## src/rtl/nfc_acg_pkg.sv

```systemverilog
// Shared types and constants for the NAND command/address issuer.
package nfc_acg_pkg;

  typedef enum logic [2:0] {
    sIdle, sSetup, sWeLow, sWeHigh, sRelease, sWaitTWB, sWaitRdy, sDone
  } issuerState_t;

  localparam logic [2:0] MaxAddrBytes = 3'd5;

  // Pin levels while idle; these are also the reset levels.
  localparam logic       IdleWE   = 1'b1;
  localparam logic       IdleRE   = 1'b1;
  localparam logic       IdleALE  = 1'b0;
  localparam logic       IdleCLE  = 1'b0;
  localparam logic       IdleDQOE = 1'b0;
  localparam logic [7:0] IdleDQ   = 8'h00;

  function automatic logic [2:0] clampAddrCount(input logic [2:0] n);
    return (n > MaxAddrBytes) ? MaxAddrBytes : n;
  endfunction

endpackage

```

## src/rtl/nfc_acg_byte_strobe.sv

```systemverilog
// Per-byte WE timer: WELowCycles low followed by WEHighCycles high after each load.
module nfc_acg_byte_strobe #(
  parameter int WELowCycles  = 2,
  parameter int WEHighCycles = 2
) (
  input  logic iSystemClock,
  input  logic iModuleReset,
  input  logic iLoad,
  output logic oBusy,
  output logic oLowLast,
  output logic oLast
);
  localparam int Total = WELowCycles + WEHighCycles;
  localparam int CntW  = $clog2(Total + 1);
  localparam logic [CntW-1:0] CntLoad = CntW'(Total - 1);
  localparam logic [CntW-1:0] CntHigh = CntW'(WEHighCycles);

  logic [CntW-1:0] cnt;
  logic            busy;

  // Counts down through the byte; a load on the final cycle chains the next byte seamlessly.
  always_ff @(posedge iSystemClock) begin
    if (iModuleReset) begin
      busy <= 1'b0;
      cnt  <= '0;
    end else if (iLoad) begin
      busy <= 1'b1;
      cnt  <= CntLoad;
    end else if (busy) begin
      if (cnt == '0) busy <= 1'b0;
      else           cnt  <= cnt - 1'b1;
    end
  end

  assign oBusy    = busy;
  assign oLowLast = busy && (cnt == CntHigh);
  assign oLast    = busy && (cnt == '0);

endmodule

```

## src/rtl/nfc_acg_cmd_addr_issuer.sv

```systemverilog
// Atomic command/address issuer: drives one opcode plus up to five address bytes to the PHY,
// optionally waiting for the selected way's R/B to return high.
module nfc_acg_cmd_addr_issuer
  import nfc_acg_pkg::*;
#(
  parameter int NumberOfWays = 4,
  parameter int WELowCycles  = 2,
  parameter int WEHighCycles = 2,
  parameter int TWBCycles    = 10
) (
  input  logic                        iSystemClock,
  input  logic                        iModuleReset,
  input  logic                        iStart,
  output logic                        oReady,
  input  logic [NumberOfWays-1:0]     iTargetID,
  input  logic [7:0]                  iOpcode,
  input  logic [2:0]                  iAddrCount,
  input  logic [39:0]                 iAddress,
  input  logic                        iWaitRB,
  output logic                        oDone,
  input  logic [NumberOfWays-1:0]     iReadyBusy,
  output logic                        oACG_PHY_DQOutEnable,
  output logic                        oACG_PHY_DQSOutEnable,
  output logic [31:0]                 oACG_PHY_DQ,
  output logic [7:0]                  oACG_PHY_DQStrobe,
  output logic [2*NumberOfWays-1:0]   oACG_PHY_ChipEnable,
  output logic [3:0]                  oACG_PHY_WriteEnable,
  output logic [3:0]                  oACG_PHY_ReadEnable,
  output logic [3:0]                  oACG_PHY_AddressLatchEnable,
  output logic [3:0]                  oACG_PHY_CommandLatchEnable
);
  localparam int TwbW = $clog2(TWBCycles + 1);
  localparam logic [TwbW-1:0] TwbLoad = TwbW'(TWBCycles - 1);

  issuerState_t              state;
  logic [NumberOfWays-1:0]   target;
  logic [39:0]               addrShift;
  logic [2:0]                bytesLeft;
  logic                      waitRB;
  logic [TwbW-1:0]           twbCnt;
  logic [NumberOfWays-1:0]   ceReg;
  logic                      weReg, cleReg, aleReg, dqOeReg, doneReg, readyReg;
  logic [7:0]                dqReg;

  logic strobeLoad, strobeBusy, strobeLowLast, strobeLast, byteEnd;

  // An idle timer inside WE_HIGH is treated as end-of-byte so the FSM can never stall there.
  assign byteEnd    = strobeLast || !strobeBusy;
  assign strobeLoad = (state == sSetup) ||
                      ((state == sWeHigh) && byteEnd && (bytesLeft != 3'd0));

  nfc_acg_byte_strobe #(
    .WELowCycles (WELowCycles),
    .WEHighCycles(WEHighCycles)
  ) uStrobe (
    .iSystemClock(iSystemClock),
    .iModuleReset(iModuleReset),
    .iLoad       (strobeLoad),
    .oBusy       (strobeBusy),
    .oLowLast    (strobeLowLast),
    .oLast       (strobeLast)
  );

  always_ff @(posedge iSystemClock) begin
    if (iModuleReset) begin
      state     <= sIdle;
      target    <= '0;
      addrShift <= '0;
      bytesLeft <= '0;
      waitRB    <= 1'b0;
      twbCnt    <= '0;
      ceReg     <= '1;
      weReg     <= IdleWE;
      cleReg    <= IdleCLE;
      aleReg    <= IdleALE;
      dqReg     <= IdleDQ;
      dqOeReg   <= IdleDQOE;
      doneReg   <= 1'b0;
      readyReg  <= 1'b1;
    end else begin
      case (state)
        sIdle: if (iStart) begin
          state     <= sSetup;
          target    <= iTargetID;
          addrShift <= iAddress;
          bytesLeft <= clampAddrCount(iAddrCount);
          waitRB    <= iWaitRB;
          ceReg     <= ~iTargetID;
          cleReg    <= 1'b1;
          dqReg     <= iOpcode;
          dqOeReg   <= 1'b1;
          readyReg  <= 1'b0;
        end
        sSetup: begin
          state <= sWeLow;
          weReg <= 1'b0;
        end
        sWeLow: if (strobeLowLast) begin
          state <= sWeHigh;
          weReg <= 1'b1;
        end
        sWeHigh: if (byteEnd) begin
          if (bytesLeft != 3'd0) begin
            state     <= sWeLow;
            weReg     <= 1'b0;
            cleReg    <= 1'b0;
            aleReg    <= 1'b1;
            dqReg     <= addrShift[7:0];
            addrShift <= {8'h00, addrShift[39:8]};
            bytesLeft <= bytesLeft - 3'd1;
          end else begin
            state   <= sRelease;
            cleReg  <= IdleCLE;
            aleReg  <= IdleALE;
            dqReg   <= IdleDQ;
            dqOeReg <= IdleDQOE;
          end
        end
        sRelease: if (waitRB) begin
          state  <= sWaitTWB;
          twbCnt <= TwbLoad;
        end else begin
          state   <= sDone;
          ceReg   <= '1;
          doneReg <= 1'b1;
        end
        sWaitTWB: begin
          if (twbCnt == '0) state  <= sWaitRdy;
          else              twbCnt <= twbCnt - 1'b1;
        end
        sWaitRdy: if ((iReadyBusy & target) != '0) begin
          state   <= sDone;
          ceReg   <= '1;
          doneReg <= 1'b1;
        end
        sDone: begin
          state    <= sIdle;
          doneReg  <= 1'b0;
          readyReg <= 1'b1;
        end
        default: state <= sIdle;
      endcase
    end
  end

  assign oReady                      = readyReg;
  assign oDone                       = doneReg;
  assign oACG_PHY_DQOutEnable        = dqOeReg;
  assign oACG_PHY_DQSOutEnable       = 1'b0;
  assign oACG_PHY_DQ                 = {4{dqReg}};
  assign oACG_PHY_DQStrobe           = 8'h00;
  assign oACG_PHY_ChipEnable         = {2{ceReg}};
  assign oACG_PHY_WriteEnable        = {4{weReg}};
  assign oACG_PHY_ReadEnable         = {4{IdleRE}};
  assign oACG_PHY_AddressLatchEnable = {4{aleReg}};
  assign oACG_PHY_CommandLatchEnable = {4{cleReg}};

endmodule
```

## config.mk

```make
export PLATFORM = sky130hd
export DESIGN_NAME = nfc_acg_cmd_addr_issuer
export DESIGN_NICKNAME = d
export VERILOG_FILES = /design/src/rtl/nfc_acg_pkg.sv /design/src/rtl/nfc_acg_byte_strobe.sv /design/src/rtl/nfc_acg_cmd_addr_issuer.sv
export SDC_FILE = /design/constraint.sdc
export NUM_CORES = 1
export LEC_CHECK = 0
export BUFFER_PORTS_ARGS = -buffer_cell sky130_fd_sc_hd__buf_2
export CELL_PAD_IN_SITES_DETAIL_PLACEMENT = 1
export CELL_PAD_IN_SITES_GLOBAL_PLACEMENT = 1
export CORE_MARGIN = 5
export CORE_UTILIZATION = 40
export DETAILED_ROUTE_END_ITERATION = 12
export PLACE_DENSITY = 0.95
export SYNTH_ARGS = -nofsm -noshare
export SYNTH_HDL_FRONTEND = slang
export SYNTH_HIERARCHICAL = 1
export SYNTH_SLANG_ARGS = --single-unit
```

## constraint.sdc

```tcl
create_clock -name iSystemClock -period 3.3 [get_ports iSystemClock]
set_input_delay 0.33 -clock iSystemClock [delete_from_list [all_inputs] [get_ports iSystemClock]]
set_output_delay 0.33 -clock iSystemClock [all_outputs]
set_load 0.01 [all_outputs]
```

==> results.md <==
- Top_reg_cell synth: dfxtp_1
- H-Tree Depth: 3
- CTS sink count: 77
- Vias in the first global route: 3901
- Yosys warns: 6
- Max-cap viol count: 0
- Worst Path Max Fanout: 33
- Rows: 37
- DIE AREA: 0.0127 mm²
- Port bufs: 117
- # hold bufs at CTS: 0
- Design area: 0.00465 mm²
- Clk pin slew, worst setup/hold paths: 0.08 ns
- Via count: 3912
- Setup bufs post-CTS: 0
- Die X: 113 µm
- P_leak: 2.01 nW
- DRC: 0
- First drt pass iteration count: 4
- Minimum clock period: 2.87 ns
- Largest net degree at the start of global routing: 49
- Pwr Total: 0.00412 W
- Sequential power share: 0.361
- HPWL after DPL: 8520 µm
- Final Hold Fails: 0
- Num ports: 131
- First-pass GRT wire length: 19400 µm
- Reg2reg start: uStrobe/cnt[0]$_SDFFE_PP0P_
- Endpoint kind of the worst setup timing path: flip-flop
- CTS buffer count: 9
- Slowest CP cell: nor3_4
- Total Wirelength: 12200 µm
- Critical Path Start: uStrobe/cnt[0]$_SDFFE_PP0P_
- Leading cell type in the layout, fill and taps excluded: buf_2
- DRT antenna net count: 0
- Worst Tran Pin Value: 1.20 ns
- Final TNS setup: 0 ns
- Switching Share: 0.421
- Placed Area: 0.00444 mm²
- Ys async rst share: 0
- GRT overflow: 0
- Critical Path RT: 3.46 ns
- Post-CTS sizing: 0
- Synth Cell Area: 0.00423 mm²
- Status: finished clean
- Post-route clock period utilization: 0.869
- R2R Setup Slk: 0.43 ns
- Vias/cell: 5.64
- Final worst slack: 0.433 ns
- Setup violators final: 0
- CTS root buffer: clkbuf_8
- Total GRT Usage: 0.184
- Area growth from synthesis to layout: 9.81%
- Worst vdd ir: 0.317 mV
- Post-synth EDFFs: 0
- Share of cells above drive strength 1: 0.274
- WS Path Type: flip-flop to flip-flop
- Die Ht: 113 µm
- Antenna violations before repair: 0
- Worst Hold Class: input pin to flip-flop
- Avg WL per Cell: 17.5 µm
- Clk Latency, worst-skew pair: 0.36 ns
- Internal: 0.00239 W
- CP Data Arrival Time: 3.03 ns
- Initial core utilization: 0.410
- Crit-path max cell delay: 1.02 ns
- P_sw: 0.00174 W
- Core Region: 0.0103 mm²
- Distinct cells, synth: 56
- Mean Syn Cell Area: 8.37 µm²
- Initial DRC count: 186
- R2R Path End: addrShift[10]$_SDFFE_PP0P_
- RSZ-0062 raised after global routing: false
- Filler cell count: 1301
- TritonCTS clock tree: yes
- Max Clock Skew: 0.00698 ns
- Antenna Cells: 0
- Reg2reg path depth: 7
- CP endpoint: addrShift[10]$_SDFFE_PP0P_
- Comb pwr share: 0.448
- Worst setup SP type: flip-flop
- Place WS: 0.486 ns
- Slew margin rel.: 0.199
- Fmax: 0.349 GHz
- Final GP Congestion: 0.770
- Post-layout nets: 623
- FF+latch count, synth: 77
- Clk network pwr share: 0.191
- Clk buf depth: 2
- Crit-path cells: inv_1 > ha_1 > and3b_2 > nand2b_1 > a22oi_2 > nor3_4 > a311oi_1
- Pwr/cell area: 887 mW/mm²
- Most frequent cells in the layout: buf_2, nand2_1, dfxtp_1, a311oi_1, a31oi_1
- Cells after Synth: 506
- Sequential cell area fraction in the yosys report: 0.364
- Max-slew violations: 0
- Final Core Density: 0.450
## area by class of cell
| type | instances | area (µm²) | area share |
|---|---|---|---|
| clock buffers | 10 | 128 | 0.0274 |
| clock inverters | 5 | 86.3 | 0.0186 |
| inverters | 9 | 33.8 | 0.00727 |
| multi-input cells | 333 | 2050 | 0.441 |
| flip-flops and latches | 77 | 1540 | 0.332 |
| well taps | 136 | 170 | 0.0366 |
| repair buffers | 124 | 638 | 0.137 |
## flip-flops by register name, summed over array words and instances (netlist names), 3 cells and up
signal       flops
uStrobe/cnt      3
target           4
twbCnt           4
state            3
bytesLeft        3
addrShift       40
dqReg            8
ceReg            4
## Yosys cell counts, drive strengths merged, types with 2 or more instances
| cell | count | area (µm²) |
|---|---|---|
| dfxtp | 77 | 1540 |
| and3 | 2 | 12.5 |
| o31ai | 10 | 75.1 |
| nor2 | 21 | 88.8 |
| clkbuf | 10 | 37.5 |
| nand3b | 4 | 42.5 |
| a31oi | 34 | 213 |
| conb | 2 | 7.51 |
| and4b | 2 | 20.0 |
| mux2i | 7 | 70.1 |
| nand2b | 7 | 51.3 |
| a221oi | 2 | 23.8 |
| nor3 | 5 | 36.3 |
| o21ai | 2 | 10.0 |
| o211ai | 2 | 20.0 |
| a22o | 2 | 26.3 |
| a21oi | 31 | 155 |
| a22oi | 3 | 27.5 |
| inv | 9 | 33.8 |
| nand3 | 14 | 70.1 |
| nor2b | 2 | 12.5 |
| nand2 | 91 | 349 |
| and3b | 5 | 46.3 |
| a21o | 9 | 67.6 |
| ha | 6 | 75.1 |
| buf | 88 | 611 |
| a311oi | 40 | 357 |
| a211oi | 6 | 45.0 |
## how the worst min path moves through the flow
stage / slack, ns / depth (start not counted) / start / to
2_1_floorplan: 0.40 / 1 / iModuleReset / uStrobe/oBusy$_SDFF_PP0_
3_3_place_gp: 0.45 / 1 / twbCnt[0]$_SDFFE_PP0P_ / twbCnt[0]$_SDFFE_PP0P_
3_5_place_dp: 0.47 / 2 / addrShift[32]$_SDFFE_PP0P_ / addrShift[32]$_SDFFE_PP0P_
4_1_cts: 0.21 / 3 / iAddress[36] / addrShift[36]$_SDFFE_PP0P_
5_1_grt: 0.22 / 3 / iAddress[38] / addrShift[38]$_SDFFE_PP0P_
6_report: 0.21 / 3 / iAddress[36] / addrShift[36]$_SDFFE_PP0P_
## worst max-delay path, delay by kind of cell, from the launching register on
| family | cells | cell delay [ns] |
|---|---|---|
| and+or+nand+nor | 3 | 1.48 |
| buffers and inverters | 1 | 0.11 |
| AOI/OAI and AO/OA | 2 | 0.50 |
| DFF | 1 | 0.33 |
| adders and majority gates | 1 | 0.25 |
## power by group through the flow
| stage | Sequential [W] | Combinational (W) | Clock, W |
|---|---|---|---|
| floorplan | 0.00145 | 0.00160 | 0 |
| global placement | 0.00148 | 0.00173 | 0 |
| detailed placement | 0.00151 | 0.00182 | 0 |
| CTS | 0.00149 | 0.00185 | 0.000798 |
| global route | 0.00153 | 0.00202 | 0.000831 |
| finish | 0.00149 | 0.00185 | 0.000788 |
## metal layers
| layer | part of all wire | track usage | vias to the layer above |
|---|---|---|---|
| met1 | 0.41 | 0.224 | 1908 |
| li1 | - | - | 1858 |
| met5 | 0 | 0 | - |
| met4 | 0.025 | 0.0657 | 0 |
| met2 | 0.51 | 0.319 | 124 |
| met3 | 0.055 | 0.0380 | 22 |
## kinds of logic after synthesis
logic type                 synth area share
other                               0.00177
muxes                                0.0165
DFF                                   0.364
and+or+nand+nor                       0.181
AOI/OAI and AO/OA                     0.254
adders and majority gates            0.0177
xor gates and xnor gates            0.00414
buffers and inverters                 0.161
## per-stage QoR
stage	hold WS, ns	cells
5_1_grt	0.216	694
2_1_floorplan	0.402	517
3_5_place_dp	0.467	679
4_1_cts	0.212	694
6_report	0.215	694
3_3_place_gp	0.450	679
Note: power is estimated with default switching activity, not from simulation.
